**src/rtl/dis_pal_src_arbiter_pkg.sv**
```systemverilog
// Shared types for the PAL display source arbiter.
// FSM state encoding and packet-type constants.
package dis_pal_src_arbiter_pkg;

  typedef enum logic {
    ST_HUNT = 1'b0,
    ST_PASS = 1'b1
  } arb_st_e;

  localparam logic [3:0] PKT_TYPE_VIDEO = 4'h0;

endpackage

```
**src/rtl/dis_pal_src_arbiter_mux.sv**
```systemverilog
// 2:1 Avalon-ST beat mux with ready demux for the source arbiter.
// The unselected source receives i_idle_ready.
module dis_pal_arb_mux #(
  parameter int DW = 10
) (
  input  logic          i_sel,
  input  logic [DW-1:0] i_s0_data,
  input  logic          i_s0_valid,
  input  logic          i_s0_sop,
  input  logic          i_s0_eop,
  input  logic [DW-1:0] i_s1_data,
  input  logic          i_s1_valid,
  input  logic          i_s1_sop,
  input  logic          i_s1_eop,
  input  logic          i_ready,
  input  logic          i_idle_ready,
  output logic [DW-1:0] o_data,
  output logic          o_valid,
  output logic          o_sop,
  output logic          o_eop,
  output logic          o_s0_ready,
  output logic          o_s1_ready
);

  assign o_data  = i_sel ? i_s1_data  : i_s0_data;
  assign o_valid = i_sel ? i_s1_valid : i_s0_valid;
  assign o_sop   = i_sel ? i_s1_sop   : i_s0_sop;
  assign o_eop   = i_sel ? i_s1_eop   : i_s0_eop;

  assign o_s0_ready = i_sel ? i_idle_ready : i_ready;
  assign o_s1_ready = i_sel ? i_ready : i_idle_ready;

endmodule

```
**src/rtl/dis_pal_src_arbiter.sv**
```systemverilog
// Packet-boundary source arbiter feeding the PAL display chain.
// DIS_PAL_ARB_DRAIN_EN: drain the unselected source instead of holding it.
module dis_pal_src_arbiter
  import dis_pal_src_arbiter_pkg::*;
#(
  parameter int DATA_WIDTH = 10,
  parameter int CNT_WIDTH  = 16
) (
  input  logic                  vst_clk,
  input  logic                  vst_rst_n,
  input  logic                  sel,
  input  logic [DATA_WIDTH-1:0] s0_data,
  input  logic                  s0_valid,
  input  logic                  s0_startofpacket,
  input  logic                  s0_endofpacket,
  output logic                  s0_ready,
  input  logic [DATA_WIDTH-1:0] s1_data,
  input  logic                  s1_valid,
  input  logic                  s1_startofpacket,
  input  logic                  s1_endofpacket,
  output logic                  s1_ready,
  output logic [DATA_WIDTH-1:0] dout_data,
  output logic                  dout_valid,
  output logic                  dout_startofpacket,
  output logic                  dout_endofpacket,
  input  logic                  dout_ready,
  output logic                  active_src,
  output logic [CNT_WIDTH-1:0]  frame_cnt
);

  arb_st_e              r_st;
  arb_st_e              w_st_nxt;
  logic                 r_sel_q;
  logic                 r_cur;
  logic                 r_is_video;
  logic [CNT_WIDTH-1:0] r_frame_cnt;

  logic [DATA_WIDTH-1:0] w_data;
  logic                  w_valid;
  logic                  w_sop;
  logic                  w_eop;
  logic                  w_ready;
  logic                  w_idle_ready;
  logic                  w_out_valid;
  logic                  w_cur_nxt;
  logic                  w_vid_ld;
  logic                  w_cnt_inc;

`ifdef DIS_PAL_ARB_DRAIN_EN
  assign w_idle_ready = vst_rst_n;
`else
  assign w_idle_ready = 1'b0;
`endif

  dis_pal_arb_mux #(
    .DW(DATA_WIDTH)
  ) u_mux (
    .i_sel       (r_cur),
    .i_s0_data   (s0_data),
    .i_s0_valid  (s0_valid),
    .i_s0_sop    (s0_startofpacket),
    .i_s0_eop    (s0_endofpacket),
    .i_s1_data   (s1_data),
    .i_s1_valid  (s1_valid),
    .i_s1_sop    (s1_startofpacket),
    .i_s1_eop    (s1_endofpacket),
    .i_ready     (w_ready & vst_rst_n),
    .i_idle_ready(w_idle_ready),
    .o_data      (w_data),
    .o_valid     (w_valid),
    .o_sop       (w_sop),
    .o_eop       (w_eop),
    .o_s0_ready  (s0_ready),
    .o_s1_ready  (s1_ready)
  );

  always_comb begin
    w_st_nxt    = r_st;
    w_out_valid = 1'b0;
    w_ready     = 1'b0;
    w_cur_nxt   = r_cur;
    w_vid_ld    = 1'b0;
    w_cnt_inc   = 1'b0;
    unique case (r_st)
      ST_HUNT: begin
        w_cur_nxt = r_sel_q;
        if (w_sop) begin
          w_out_valid = w_valid;
          w_ready     = dout_ready;
        end else begin
          w_ready = 1'b1;
        end
        // cur must not move under a packet that is just starting
        if (w_sop && w_valid && dout_ready) begin
          w_vid_ld = 1'b1;
          if (!w_eop) begin
            w_st_nxt  = ST_PASS;
            w_cur_nxt = r_cur;
          end
        end
      end
      ST_PASS: begin
        w_out_valid = w_valid;
        w_ready     = dout_ready;
        if (w_valid && dout_ready && w_eop) begin
          w_st_nxt  = ST_HUNT;
          w_cnt_inc = r_is_video;
        end
      end
    endcase
  end

  always_ff @(posedge vst_clk or negedge vst_rst_n) begin
    if (!vst_rst_n) r_st <= ST_HUNT;
    else            r_st <= w_st_nxt;
  end

  always_ff @(posedge vst_clk or negedge vst_rst_n) begin
    if (!vst_rst_n) begin
      r_sel_q     <= 1'b0;
      r_cur       <= 1'b0;
      r_is_video  <= 1'b0;
      r_frame_cnt <= '0;
    end else begin
      r_sel_q <= sel;
      r_cur   <= w_cur_nxt;
      if (w_vid_ld)
        r_is_video <= (w_data[3:0] == PKT_TYPE_VIDEO);
      if (w_cnt_inc)
        r_frame_cnt <= r_frame_cnt + CNT_WIDTH'(1);
    end
  end

  assign dout_data          = w_data;
  assign dout_valid         = w_out_valid & vst_rst_n;
  assign dout_startofpacket = w_sop;
  assign dout_endofpacket   = w_eop;
  assign active_src         = r_cur;
  assign frame_cnt          = r_frame_cnt;

endmodule

```
**config.mk**
```make
export PLATFORM = sky130hd
export DESIGN_NAME = dis_pal_src_arbiter
export DESIGN_NICKNAME = d
export VERILOG_FILES = /design/src/rtl/dis_pal_src_arbiter_pkg.sv /design/src/rtl/dis_pal_src_arbiter_mux.sv /design/src/rtl/dis_pal_src_arbiter.sv
export SDC_FILE = /design/constraint.sdc
export NUM_CORES = 1
export LEC_CHECK = 0
export CORE_MARGIN = 3
export CORE_UTILIZATION = 35
export CTS_CLUSTER_DIAMETER = 30
export DETAILED_ROUTE_END_ITERATION = 10
export PLACE_DENSITY_LB_ADDON = 0.08
export SLEW_MARGIN = 20
export SYNTH_ARGS = -nofsm -noshare
export SYNTH_HDL_FRONTEND = slang
export SYNTH_HIERARCHICAL = 1
export SYNTH_SLANG_ARGS = --single-unit
```
**constraint.sdc**
```tcl
create_clock -name vst_clk -period 2.1 [get_ports vst_clk]
set_input_delay 0.42 -clock vst_clk [delete_from_list [all_inputs] [get_ports vst_clk]]
set_output_delay 0.42 -clock vst_clk [all_outputs]
set_load 0.02 [all_outputs]
```
## Yosys cells after proc, flatten, opt, wreduce, memory -nomap -nowiden

Index checks and enable logic that the tools add are counted.

| word-level totals | value |
|---|---|
| register bits after elaboration | 20 |
| bits in latches | 0 |
| memory bits (writable) | 0 |
| memory bits (read-only) | 0 |
| input port bits | 30 |
| output and inout port bits | 32 |
| logic and storage cells | 36 |
| memories | 0 |

| cells by class | value |
|---|---|
| add/subtract/negate cells | 1 |
| $mul | 0 |
| div/mod/pow operators | 0 |
| magnitude comparators | 0 |
| equality and inequality tests | 1 |
| shifts and indexed selects | 0 |
| multiplexer cells | 20 |
| bitwise operators | 3 |
| reduce and logical (&&, ||, !) cells | 6 |

Operators by type and width:

| cell | count |
|---|---|
| $add A16 B1 Y16 const B | 1 |
| $mux W1 | 16 |
| $mux W10 | 1 |
| $pmux W1 S2 | 3 |
| $logic_and A1 B1 Y1 | 4 |
| $logic_not A4 Y1 | 1 |
| $and A1 B1 Y1 | 2 |
| $ne A2 B2 Y1 const B | 1 |
| $reduce_and A2 Y1 | 1 |
| $not A1 Y1 | 1 |

## Depth between registers and ports, before layout

| depth | value |
|---|---|
| word-level depth | 5 |
| depth in mapped cells | 7 |
| gate-level depth less buffers | 5 |

## Cells and area by module

The synthesis kept the hierarchy.

Modules (own cells, without submodules):

| module | times used | cells each | area each (µm²) | seq. area each (µm²) |
|---|---|---|---|---|
| dis_pal_src_arbiter | 1 | 81 | 927.1 | 500.5 |
| dis_pal_arb_mux | 1 | 17 | 237.7 | 0.0 |

## Worst setup path before layout

No wires, ideal clock.

| timing | value |
|---|---|
| path kind | register to output |
| start point | reg r_cur, in the netlist active_src |
| end point | out s1_ready |
| arrival time | 1.495 ns |
| required time | 1.680 ns |
| slack | 0.185 ns |
| stages on the path, launching flop included | 6 |
| path buffers | 1 |
| path through | dfrtp_1 -> buf_6 -> mux2_2 -> nor2_1 -> o21a_1 -> mux2_2 |

| between the ends | value |
|---|---|
| longest elaborated chain between the ends | 5 |

RTL lines:

| item | RTL line | RTL |
|---|---|---|
| from (decl) | dis_pal_src_arbiter.sv:34 | `logic r_cur;` |
| from (signal assigned) | dis_pal_src_arbiter.sv:126 | `r_cur <= w_cur_nxt;` |
| $mux W1 | dis_pal_src_arbiter_mux.sv:27 | `assign o_sop = i_sel ? i_s1_sop : i_s0_sop;` |
| via dout_startofpacket | dis_pal_src_arbiter.sv:24 | `output logic dout_startofpacket,` |
| $mux W1 | dis_pal_src_arbiter.sv:87 | `if (w_sop) begin` |
| $pmux W1 S2 | dis_pal_src_arbiter.sv:84 | `unique case (r_st)` |
| $and A1 B1 Y1 | dis_pal_src_arbiter.sv:67 | `.i_ready (w_ready & vst_rst_n),` |
| $mux W1 | dis_pal_src_arbiter_mux.sv:31 | `assign o_s1_ready = i_sel ? i_ready : i_idle_ready;` |
| to (decl) | dis_pal_src_arbiter.sv:21 | `output logic s1_ready,` |

The timed path passes the listed nets, and every way through them passes these cells.

## Worst setup path in the final report

| timing | value |
|---|---|
| start point | reg r_cur, in the netlist active_src |
| end point | out s1_ready |

| between the ends | value |
|---|---|
| longest elaborated chain between the ends | 5 |

RTL lines:

| item | RTL line |
|---|---|
| $mux W1 | dis_pal_src_arbiter_mux.sv:27 |
| $mux W1 | dis_pal_src_arbiter.sv:87 |
| $pmux W1 S2 | dis_pal_src_arbiter.sv:84 |
| $and A1 B1 Y1 | dis_pal_src_arbiter.sv:67 |
| $mux W1 * | dis_pal_src_arbiter_mux.sv:31 |

Every way passes the cells marked *; elsewhere a longest branch is shown, timed or not.

==> impl_summary.md <==
Layout
The library cell used most frequently in the layout, excluding fill and tap cells, is clkdlybuf4s50_1. The final cell count without fillers is 218. The fraction of final layout cells with drive strength greater than 1 is 0.241.

The total of fill cells in the finished design is 285. Leaving out fill and tap cells, the most frequent cells in the layout are clkdlybuf4s50_1 (44), dfrtp_1 (20), xnor2_1 (13), mux2_4 (13). The count of inserted antenna diode cells is 0.

In the final design database the tool counted 206 nets. The growth of design area from synthesis to finish is 66.5%. Measured on the finished design, the core utilization comes to 0.625.

Logic synthesis
The average instance in the mapped netlist occupies 11.9 um^2. The cell count after synthesis came out at 98. The total standard cell area after synthesis is 1160 um^2. For this run, asynchronously set or reset flops after synthesis account for 1.00.

The flop and latch count out of synthesis is 20. In this run, synthesis inferred 0 flip-flops with an integrated enable. Among all flip-flop cells after synthesis, the most frequent one is dfrtp_1.

The total number of yosys warnings is 6. The synthesized netlist contains 26 unique library cells. The share of the Yosys chip area taken by registers is 0.430.

GRT
The final global-route overflow total is 0. The pin count of the biggest net entering global routing is 17. The first global-routing pass estimated 4670 um of wire. The via count of the first global-routing pass is 1027. For this run, the total global-route usage over all layers was measured as 0.144. The number of antenna violations at the first check in global routing is 0.

Place
During placement, the flow inserted port buffers numbering 61. Routability-driven placement finished with a final weighted congestion of 0.820. Prior to clock tree synthesis, the placed netlist has a worst setup slack of -492 ps. The cell count after placement is 213. Detailed placement finished with a half-perimeter wire length of 2320 um.

Drt
The post-detailed-route count of antenna-violating nets is 0. The routed metal-1 wire length is 1100 um. The DRC violation total after the first TritonRoute iteration is 18. In the routed design, unresolved DRC markers number 0.

For this run, the detailed router's first-pass iteration total came to 4. The final route contains 1012 vias. In this run the top signal layer used is met4. The average wire per cell in the routed design is 12.7 um. The routed wire length is 2760 um. The ratio of routed vias to standard cells is 4.64. The detailed-routed wire length on met2 is 1380 um.

In the detailed route, the total length drawn on met3 is 263 um.

Critical path
The type of element launching the critical path is a flip-flop. At the worst endpoint, the required time is 1680 ps. The worst setup path is captured at an output port.

The largest fanout on the critical path is 2. STA puts the critical path data arrival time at 1630 ps. The depth of the worst register-to-register path is 7. The setup slack on the worst flop-to-flop path is 240 ps.

The critical path is of the flip-flop to output port type.

Floorplan
The top-level port count is 62. In this run the standard cell core region covers 3100 um^2. The starting density of the core is 0.375. From left edge to right edge, the die measures 63.7 um. The vertical extent of the die is 63.7 um.

The total die area is 4060 um^2. The number of core rows is 20.

Clocking
The deepest clock path buffer count is 2. The clock latency reported for the late side of the worst-skew pair is 300 ps. The CTS H-tree depth is 1.

The buffer type at the clock tree root is clkbuf_4. The clock transition at the registers of the reported paths is 110 ps. The clock sink count is 20. In this run, CTS created clock tree buffers numbering 3.

The TritonCTS clock tree is yes. The number of hold buffers added after cts is 0.

STA
The number of max-slew violations in the final report is 0. The ratio of final minimum period to clock period is 0.978. The final hold violation count is 0.

The number of endpoints failing setup at the final stage is 0. The peak clock frequency supported by timing is 487 MHz. Subtracting the final worst setup slack from the clock period gives 2050 ps. The final clock skew is 2.67 ps. The smallest setup slack after layout is 45.3 ps. The tightest hold path in the finished design has a slack of 495 ps.

Pwr
The static leakage is 0.887 nW. In this run the power density over the cells is 803 nW/um^2. The overall power consumption is 1.56 mW. VDD sags by at most 0.000368 V.

Hold path
The path type of the worst min-delay path is input port to asynchronous set/reset pin.

Outcome
The flow ran to the end, and the final reports show no timing, DRC or antenna violations.

Job
The max-cap violation count is 0.
-- layer usage --
| layer | track usage | vias up |
|---|---|---|
| met3 | 0.0588 | 3 |
| met2 | 0.244 | 43 |
| met5 | 0 | - |
| met1 | 0.171 | 475 |
| li1 | - | 491 |
| met4 | 0.0323 | 0 |
-- logic make-up after synthesis --
| logic type | count (synthesis) | share of synthesized area |
|---|---|---|
| DFF | 20 | 0.430 |
| adders and majority gates | 1 | 0.0107 |
| muxes | 17 | 0.197 |
| other | 1 | 0.00322 |
| and+or+nand+nor | 35 | 0.187 |
| xor gates and xnor gates | 15 | 0.113 |
| AOI/OAI and AO/OA | 4 | 0.0236 |
| buffers and inverters | 5 | 0.0365 |
-- registers in the layout (all words and copies together) (netlist names) --
signal,cells
frame_cnt,16
r_sel_q,1
r_is_video,1
active_src,1
r_st,1
-- final cells by class --
type                       count  area, um^2  share of cell area
multi-input combinational     74         639               0.330
sequential                    20         500               0.258
clock buffer                   4        36.3              0.0187
inverter                       3        11.3             0.00581
timing repair buffer          73         697               0.359
tap                           44        55.1              0.0284
-- per-stage QoR --
stage | cell area, um^2 | TNS [ps]
final | 1940 | 0
after global routing | 1940 | -70.9
after CTS | 1910 | -20.5
after detailed placement | 1890 | -1360
after global placement | 1890 | -1090
after floorplan | 1170 | 0
-- Yosys cell counts, types with 2 or more instances --
cell type	number	share of area
nor2_1	7	0.023
mux2_2	7	0.068
mux2_4	10	0.13
inv_1	3	0.0097
xor2_1	2	0.015
nand2_1	8	0.026
xnor2_1	13	0.098
nand3_1	7	0.030
nand4_1	4	0.021
dfrtp_1	20	0.43
and2_1	2	0.011
-- where the power goes --
part | switching (mW) | internal, mW | total (mW)
combinational | 0.400 | 0.471 | 0.871
clock | 0.115 | 0.106 | 0.221
sequential | 0.0422 | 0.423 | 0.465
total | 0.558 | 0.999 | 1.56
-- repair_timing --
| item | in CTS | in global routing |
|---|---|---|
| gates resized for setup | 25 | 13 |
| setup endpoints to repair | 15 | 4 |
| pin swaps | 0 | 1 |
| buffers inserted | 0 | 1 |
-- critical path, stage by stage (launching register included) --
cell and delay (ps):
dfrtp_1 440, mux2_4 330, nor2_2 120, o21a_1 170, mux2_4 160, buf_6 110
-- path summary, 6_finish.rpt --
| kind | start | endpoint |
|---|---|---|
| max | active_src | s1_ready |
| min | vst_rst_n | frame_cnt[1] |
| max reg2reg | active_src | frame_cnt[15] |
| min reg2reg | frame_cnt[15] | frame_cnt[15] |
| max in group asynchronous | vst_rst_n | frame_cnt[15] |
| min in group vst_clk | frame_cnt[15] | frame_cnt[15] |
No activity file was read; power rests on OpenSTA's default activity.
